`config.mk`:
```
export PLATFORM = sky130hd
export DESIGN_NAME = inport_req_ctrl
export DESIGN_NICKNAME = d
export VERILOG_FILES = /design/src/rtl/inport_req_ctrl_pkg.sv /design/src/rtl/inport_req_ctrl_flit_fifo.sv /design/src/rtl/inport_req_ctrl.sv
export SDC_FILE = /design/constraint.sdc
export NUM_CORES = 1
export LEC_CHECK = 0
export CORE_ASPECT_RATIO = 0.8
export CORE_MARGIN = 10
export CORE_UTILIZATION = 60
export CTS_BUF_LIST = sky130_fd_sc_hd__clkbuf_4 sky130_fd_sc_hd__clkbuf_8
export CTS_CLUSTER_SIZE = 12
export DETAILED_ROUTE_END_ITERATION = 8
export GPL_TIMING_DRIVEN = 0
export PLACE_DENSITY = 0.87
export SLEW_MARGIN = 10
export SYNTH_ARGS = -nofsm -noshare
export SYNTH_HDL_FRONTEND = slang
export SYNTH_SLANG_ARGS = --single-unit
```
`constraint.sdc`:
```
create_clock -name clk -period 4.3 [get_ports clk]
set_input_delay 0.86 -clock clk [delete_from_list [all_inputs] [get_ports clk]]
set_output_delay 0.86 -clock clk [all_outputs]
set_load 0.005 [all_outputs]
```
`src/rtl/inport_req_ctrl_pkg.sv`:
```
// Shared definitions for the input-port request controller: port range, flit type codes,
// field positions and FSM state encodings.
package inport_req_ctrl_pkg;

  localparam int unsigned PORT    = 4;
  localparam int unsigned TYPE_W  = 2;
  localparam int unsigned DST_LSB = 0;
  localparam int unsigned DST_W   = 3;

  localparam logic [DST_W-1:0] MAX_DST = DST_W'(PORT);

  localparam logic [TYPE_W-1:0] FT_BODY   = 2'b00;
  localparam logic [TYPE_W-1:0] FT_HEAD   = 2'b01;
  localparam logic [TYPE_W-1:0] FT_TAIL   = 2'b10;
  localparam logic [TYPE_W-1:0] FT_SINGLE = 2'b11;

  typedef enum logic [1:0] {
    StIdle = 2'b00,
    StReq  = 2'b01,
    StSend = 2'b10,
    StDrop = 2'b11
  } state_e;

  function automatic logic is_head(input logic [TYPE_W-1:0] t);
    return (t == FT_HEAD) || (t == FT_SINGLE);
  endfunction

  function automatic logic is_tail(input logic [TYPE_W-1:0] t);
    return (t == FT_TAIL) || (t == FT_SINGLE);
  endfunction

endpackage

```
`src/rtl/inport_req_ctrl_flit_fifo.sv`:
```
// Synchronous flit FIFO; full/empty come from read/write pointers carrying an extra wrap bit.
module flit_fifo #(
  parameter int unsigned FLIT_W = 34,
  parameter int unsigned DEPTH  = 4
) (
  input  logic              clk,
  input  logic              rst_,
  input  logic              push,
  input  logic              pop,
  input  logic [FLIT_W-1:0] wdata,
  output logic [FLIT_W-1:0] rdata,
  output logic              full,
  output logic              empty
);

  localparam int unsigned AW = $clog2(DEPTH);

  logic [FLIT_W-1:0] mem [DEPTH];
  logic [AW:0]       wptr_q, rptr_q;
  logic              do_push, do_pop;

  assign do_push = push && !full;
  assign do_pop  = pop && !empty;
  assign empty   = (wptr_q == rptr_q);
  assign full    = (wptr_q[AW] != rptr_q[AW]) && (wptr_q[AW-1:0] == rptr_q[AW-1:0]);
  assign rdata   = mem[rptr_q[AW-1:0]];

  always_ff @(posedge clk) begin
    if (do_push) mem[wptr_q[AW-1:0]] <= wdata;
  end

  always_ff @(posedge clk) begin
    if (rst_) begin
      wptr_q <= '0;
      rptr_q <= '0;
    end else begin
      if (do_push) wptr_q <= wptr_q + (AW+1)'(1);
      if (do_pop)  rptr_q <= rptr_q + (AW+1)'(1);
    end
  end

endmodule

```
`src/rtl/inport_req_ctrl.sv`:
```
// Input-port controller: buffers flits, requests the head packet's output and forwards on grant.
// Define WAIT_CNT_EN to add the wait_cnt output (per-packet arbitration wait cycles).
module inport_req_ctrl
  import inport_req_ctrl_pkg::*;
#(
  parameter int unsigned FLIT_W = 34,
  parameter int unsigned DEPTH  = 4
) (
  input  logic              clk,
  input  logic              rst_,
  input  logic [FLIT_W-1:0] in_flit,
  input  logic              in_valid,
  output logic              in_ready,
  output logic [PORT:0]     req,
  input  logic [PORT:0]     grt,
  output logic [FLIT_W-1:0] out_flit,
  output logic              out_valid,
  input  logic              out_ready,
`ifdef WAIT_CNT_EN
  output logic [15:0]       wait_cnt,
`endif
  output logic              err
);

  state_e            st_q, st_d;
  logic [DST_W-1:0]  dst_q, dst_d;
  logic              err_q, err_d;
  logic              push, pop, full, empty;
  logic [FLIT_W-1:0] head;
  logic [TYPE_W-1:0] head_type;
  logic [DST_W-1:0]  head_dst;
  logic              granted;

  flit_fifo #(
    .FLIT_W(FLIT_W),
    .DEPTH (DEPTH)
  ) u_fifo (
    .clk  (clk),
    .rst_ (rst_),
    .push (push),
    .pop  (pop),
    .wdata(in_flit),
    .rdata(head),
    .full (full),
    .empty(empty)
  );

  assign head_type = head[FLIT_W-1 -: TYPE_W];
  assign head_dst  = head[DST_LSB +: DST_W];
  assign out_flit  = head;
  assign in_ready  = !full && !rst_;
  assign push      = in_valid && in_ready;
  assign granted   = grt[dst_q];
  assign err       = err_q;

  // Request decodes registered state only, so it never depends on the grant.
  always_comb begin
    req = '0;
    if (st_q == StReq || st_q == StSend) req[dst_q] = 1'b1;
  end

  always_comb begin
    st_d      = st_q;
    dst_d     = dst_q;
    err_d     = err_q;
    pop       = 1'b0;
    out_valid = 1'b0;
    unique case (st_q)
      StIdle: begin
        if (!empty) begin
          if (is_head(head_type)) begin
            if (head_dst <= MAX_DST) begin
              dst_d = head_dst;
              st_d  = StReq;
            end else begin
              err_d = 1'b1;
              st_d  = StDrop;
            end
          end else begin
            // Stray body/tail with no packet open: discard it.
            err_d = 1'b1;
            pop   = 1'b1;
          end
        end
      end
      StReq: begin
        if (granted) st_d = StSend;
      end
      StSend: begin
        out_valid = !empty && granted;
        pop       = out_valid && out_ready;
        if (pop && is_tail(head_type)) st_d = StIdle;
      end
      StDrop: begin
        if (!empty) begin
          pop = 1'b1;
          if (is_tail(head_type)) st_d = StIdle;
        end
      end
      default: st_d = StIdle;
    endcase
    if (rst_) begin
      out_valid = 1'b0;
      pop       = 1'b0;
    end
  end

  always_ff @(posedge clk) begin
    if (rst_) begin
      st_q  <= StIdle;
      dst_q <= '0;
      err_q <= 1'b0;
    end else begin
      st_q  <= st_d;
      dst_q <= dst_d;
      err_q <= err_d;
    end
  end

`ifdef WAIT_CNT_EN
  logic [15:0] wait_q;
  logic        waiting;

  assign waiting  = (st_q == StReq) || (st_q == StSend && !granted && !empty);
  assign wait_cnt = wait_q;

  always_ff @(posedge clk) begin
    if (rst_) begin
      wait_q <= '0;
    end else if (st_q == StIdle && st_d == StReq) begin
      wait_q <= '0;
    end else if (waiting && wait_q != 16'hFFFF) begin
      wait_q <= wait_q + 16'd1;
    end
  end
`endif

endmodule
```
# Word level (Yosys, flattened, before mapping)
# Memories as Yosys holds them, arrays and structs flattened. A register that Yosys moved wholly into a read port is not among the register bits.
# Cells that the tools add are included.
# word_totals
rom_bits	0
out_inout_bits	42
inputBits	43
reg_bits	12
latch_bits	0
ramBits	136
memories	1
word_cells	73
# op_classes
eq_ne	16
shift	0
n_reduce_logical	19
order_cmp	3
bitwise	1
n_mux	26
div	0
n_mul	0
n_addsub	2
# mem_list
name	depth	word_bits	read_ports	rd_clocked_by_memory_dff	write_ports	line_no	rtl
u_fifo.mem	4	34	1	1	1	inport_req_ctrl_flit_fifo.sv:18	logic [FLIT_W-1:0] mem [DEPTH];
# ops
operator	n
$mux W2	9
$mux W1	12
$ne A2 B2 Y1 const B	6
$logic_and A1 B1 Y1	9
$eq A2 B2 Y1 const B	4
$pmux W2 S4	1
$add A3 B1 Y3 const B	2
$reduce_and A6 Y1	1
$mux W5	1
$eq A2 B1 Y1 const B	2
$lt A3 B4 Y1 const B	1
$reduce_and A4 Y1	1
$bmux W1 S3	1
$demux W1 S3	1
$eq A3 B3 Y1	1
$ge A3 B1 Y1 const B	1
$le A3 B3 Y1 const B	1
$logic_not A1 Y1	3
$logic_or A1 B1 Y1	3
$pmux W1 S3	1
$reduce_and A3 Y1	1
$eq A2 B2 Y1	1
$logic_not A2 Y1	1
$ne A2 B1 Y1 const B	1
other kinds (2)	2

# Depth between registers and ports, before layout
# depth
ltp_word	9
depth_mapped	7
depth_no_buf	7

# Modules after synthesis
# A second synthesis with hierarchy kept.
# unflattened
cells_unflattened	307
hier_area_um2	5973.2
# by_module_without_submodules
mod	area_each_um2	cells_each	instances	seq_area_each_um2
flit_fifo	5470.2	246	1	4244.1
inport_req_ctrl	503.0	61	1	120.1

# Least setup slack after synthesis
# OpenSTA, ideal clock, no wires.
# synth_timing
kind	input -> register
from	input port rst_
to	memory u_fifo.mem[3][0] (enable)
path_buffers	0
path_slack_ns	1.737
stages	3
arrival_time_ns	2.167
required_time_ns	3.904
setup_ns	0.396
cell_sequence	inv_1 -> o311a_1 -> and2_1
# synth_between
elab_chain_cells	6
# synth_rtl
item	line_no	rtl
start: declaration	inport_req_ctrl.sv:10	input logic rst_,
$logic_not A1 Y1	inport_req_ctrl.sv:51	assign in_ready = !full && !rst_;
$logic_and A1 B1 Y1	inport_req_ctrl.sv:51	
$logic_and A1 B1 Y1	inport_req_ctrl.sv:52	assign push = in_valid && in_ready;
$logic_and A1 B1 Y1	inport_req_ctrl_flit_fifo.sv:22	assign do_push = push && !full;
$mux W1	inport_req_ctrl_flit_fifo.sv:29	if (do_push) mem[wptr_q[AW-1:0]] <= wdata;
$mux W1 (implied by the code)	inport_req_ctrl_flit_fifo.sv:29	
end: declaration	inport_req_ctrl_flit_fifo.sv:18	
# Every way passes these cells.

==> impl_metrics.json <==
{
  "drc": 0,
  "firstDrtPassIters": 5,
  "grt_pass1_vias": 3188,
  "synth_area_um2": 5811,
  "hold_viol": 0,
  "min_period_ns": 3.729,
  "worstSetupEndpointType": "output pin",
  "cp-start-kind": "register",
  "crit_chain": "buf_2 > clkbuf_1 > clkbuf_1 > mux4_2 > clkdlybuf4s50_1",
  "status": "completed",
  "row_count": 32,
  "slowest_delay_ns": 0.52,
  "nFillCells": 546,
  "cpMostUsedCell": "clkbuf_1",
  "post_cts_resized": 0,
  "slowest_stage": "clkbuf_1",
  "area_growth_pct": 24.94,
  "crit_family": "buffers and inverters",
  "cp_num_buf_inv": 4,
  "ys_types": 35,
  "dr_total_vias": 2985,
  "cp.required_ns": 3.44,
  "vias_per_cell": 5.729,
  "ioPinCount": 85,
  "hp-class": "register to register",
  "setup_tns_ns": 0,
  "coreArea_um2": 9529,
  "slew_viol_final": 0,
  "antenna_found_initial": 0,
  "synth.avg_cell_area_um2": 20.68,
  "cp_max_fo": 10,
  "yosysTopAreaCell": "edfxtp_1",
  "cts_buffers": 17,
  "cts_hold_buffers": 0,
  "rsz0062_at_grt": "no",
  "cts.htree.levels": 4,
  "syn_inst": 281,
  "vdd_drop_max_v": 0.0004098,
  "dieHeight_um": 108.0,
  "postLayoutCoreUtil": 0.7618,
  "initial_core_util": 0.6098,
  "p_per_area_nw_per_um2": 421.5,
  "period_share": 0.8673,
  "cp.depth": 5,
  "worstSetupPathType": "register to output pin",
  "clk_pin_slew_ns": 0.09,
  "clock_sinks": 150,
  "arrival_ns": 2.87,
  "cts_tree": "done",
  "ctsRootBufferMaster": "clkbuf_8",
  "setup_violations": 0,
  "hpwl_mm": 7.624,
  "post_drt_wl_per_cell_um": 21.14,
  "worst_slew_pin_slew_ns": 0.6521,
  "postCtsSetupBuffers": 0,
  "routed_wl_mm": 11.02,
  "synth_area_leaders": "edfxtp_1 (70%), mux4_2 (13%), dfxtp_1 (4.8%)",
  "reg2reg_depth": 4,
  "dieArea_um2": 14050,
  "ys_seq_area_frac": 0.7511,
  "synth.ff_latch_count": 150,
  "cellLeakagePower_nw": 2.392,
  "drtIter0Drc": 239,
  "cts_max_path_buffers": 2,
  "synth_top_area_frac": 0.7028,
  "track_usage": 0.1643,
  "clk_latency_ns": 0.43,
  "grt_start_max_net_pins": 27,
  "final_nets": 440,
  "timing.fmax_mhz": 268.1,
  "ys.warnings.count": 0,
  "layout-drive-gt1-share": 0.2095,
  "io_buffers": 84,
  "skew_ns": 0.01685,
  "maxCapViolCount": 0,
  "die_w_um": 130.0,
  "final_antenna_net_count": 0,
  "grt_pass1_wl_mm": 17.31,
  "syn_nets": 333,
  "slew_headroom": 0.5653,
  "hold_depth": 1,
  "place.gp.congestion": 0.7517,
  "grt_overflow_total": 0
}
-- per-layer routing --
metal | track usage | share of wire | vias to the layer above
li1 | - | - | 1355
met1 | 0.1906 | 0.38 | 1508
met2 | 0.2756 | 0.51 | 118
met5 | 0 | 0 | -
met3 | 0.06996 | 0.098 | 4
met4 | 0.04567 | 0.0044 | 0
-- cell type report --
class	count	area, µm²	share of cell area
clock inverter	14	115.1	0.01586
multi-input combinational	112	1368	0.1884
sequential	150	4364	0.6012
buffer	9	46.29	0.006377
tap	119	148.9	0.02051
clock buffer	18	241.5	0.03326
timing repair buffer	88	935.9	0.1289
antenna	1	2.502	0.0003447
inverter	10	37.54	0.005171
-- sequential cells by signal (all words and copies together), names as in the netlist, named ones only --
| register | count |
|---|---|
| st_q | 2 |
| dst_q | 3 |
| err | 1 |
| u_fifo.mem | 136 |
| u_fifo.rptr_q | 3 |
| u_fifo.wptr_q | 3 |
-- path summary, 6_finish.rpt --
kind / from / slack (ns) / end
setup / recovery: register / 0.57 / out_flit[25]
hold / removal: u_fifo.rptr_q[2] / 0.50 / u_fifo.rptr_q[2]
setup reg to reg: u_fifo.wptr_q[0] / 2.07 / u_fifo.mem[0][30]
hold reg to reg: u_fifo.rptr_q[2] / 0.50 / u_fifo.rptr_q[2]
-- cell usage after synthesis, drive strengths merged --
cell type and count:
a2111oi 1, a211oi 3, a2bb2oi 1, and2 4, buf 5, clkbuf 4
dfxtp 14, edfxtp 136, ha 9, inv 10, mux2 2, mux2i 9
mux4 34, nand2 11, nand2b 2, nand3 1, nand4b 1, nand4bb 1
nor2 11, nor2b 1, nor3 4, nor3b 2, o2111a 1, o211ai 1
o21ai 5, o311a 1, o31ai 2, xnor2 3, xor2 2
-- power by group --
| part | switching [W] | internal [W] | leakage, nW |
|---|---|---|---|
| Clock | 0.000542 | 0.000420 | 0.174 |
| Combinational | 0.000201 | 0.000233 | 0.869 |
| Sequential | 0.0000248 | 0.00164 | 1.35 |
-- metrics by stage --
step                std cells  area [µm²]  setup slack, ns  power (W)  hold WS (ns)
global route              520        7257           0.3634   0.003189        0.5072
CTS                       520        7257           0.5024   0.003090        0.4961
global placement          484        6800           0.5709   0.002106        0.4655
floorplan                 281        5811            1.737   0.001922        0.4492
detailed placement        488        6900           0.8347   0.002135        0.4758
finish                    521        7259           0.5706   0.003060        0.4971
-- layout by cell type (no fill, tap or decap), types with 5 or more instances in the layout --
master	count
edfxtp_1	136
clkdlybuf4s50_1	84
mux4_2	34
clkbuf_8	17
dfxtp_1	14
nand2_1	11
nor2_1	11
inv_1	10
mux2i_1	9
ha_1	9
inv_6	5
-- cell families after synthesis --
| kind of cell | synth area share |
|---|---|
| DFF | 0.7511 |
| muxes | 0.1518 |
| and+or+nand+nor | 0.03402 |
| buffers and inverters | 0.01443 |
| AOI/OAI and AO/OA | 0.02175 |
| adders and majority gates | 0.01938 |
| xor gates and xnor gates | 0.007538 |
Power figures use the tool's default switching activity.
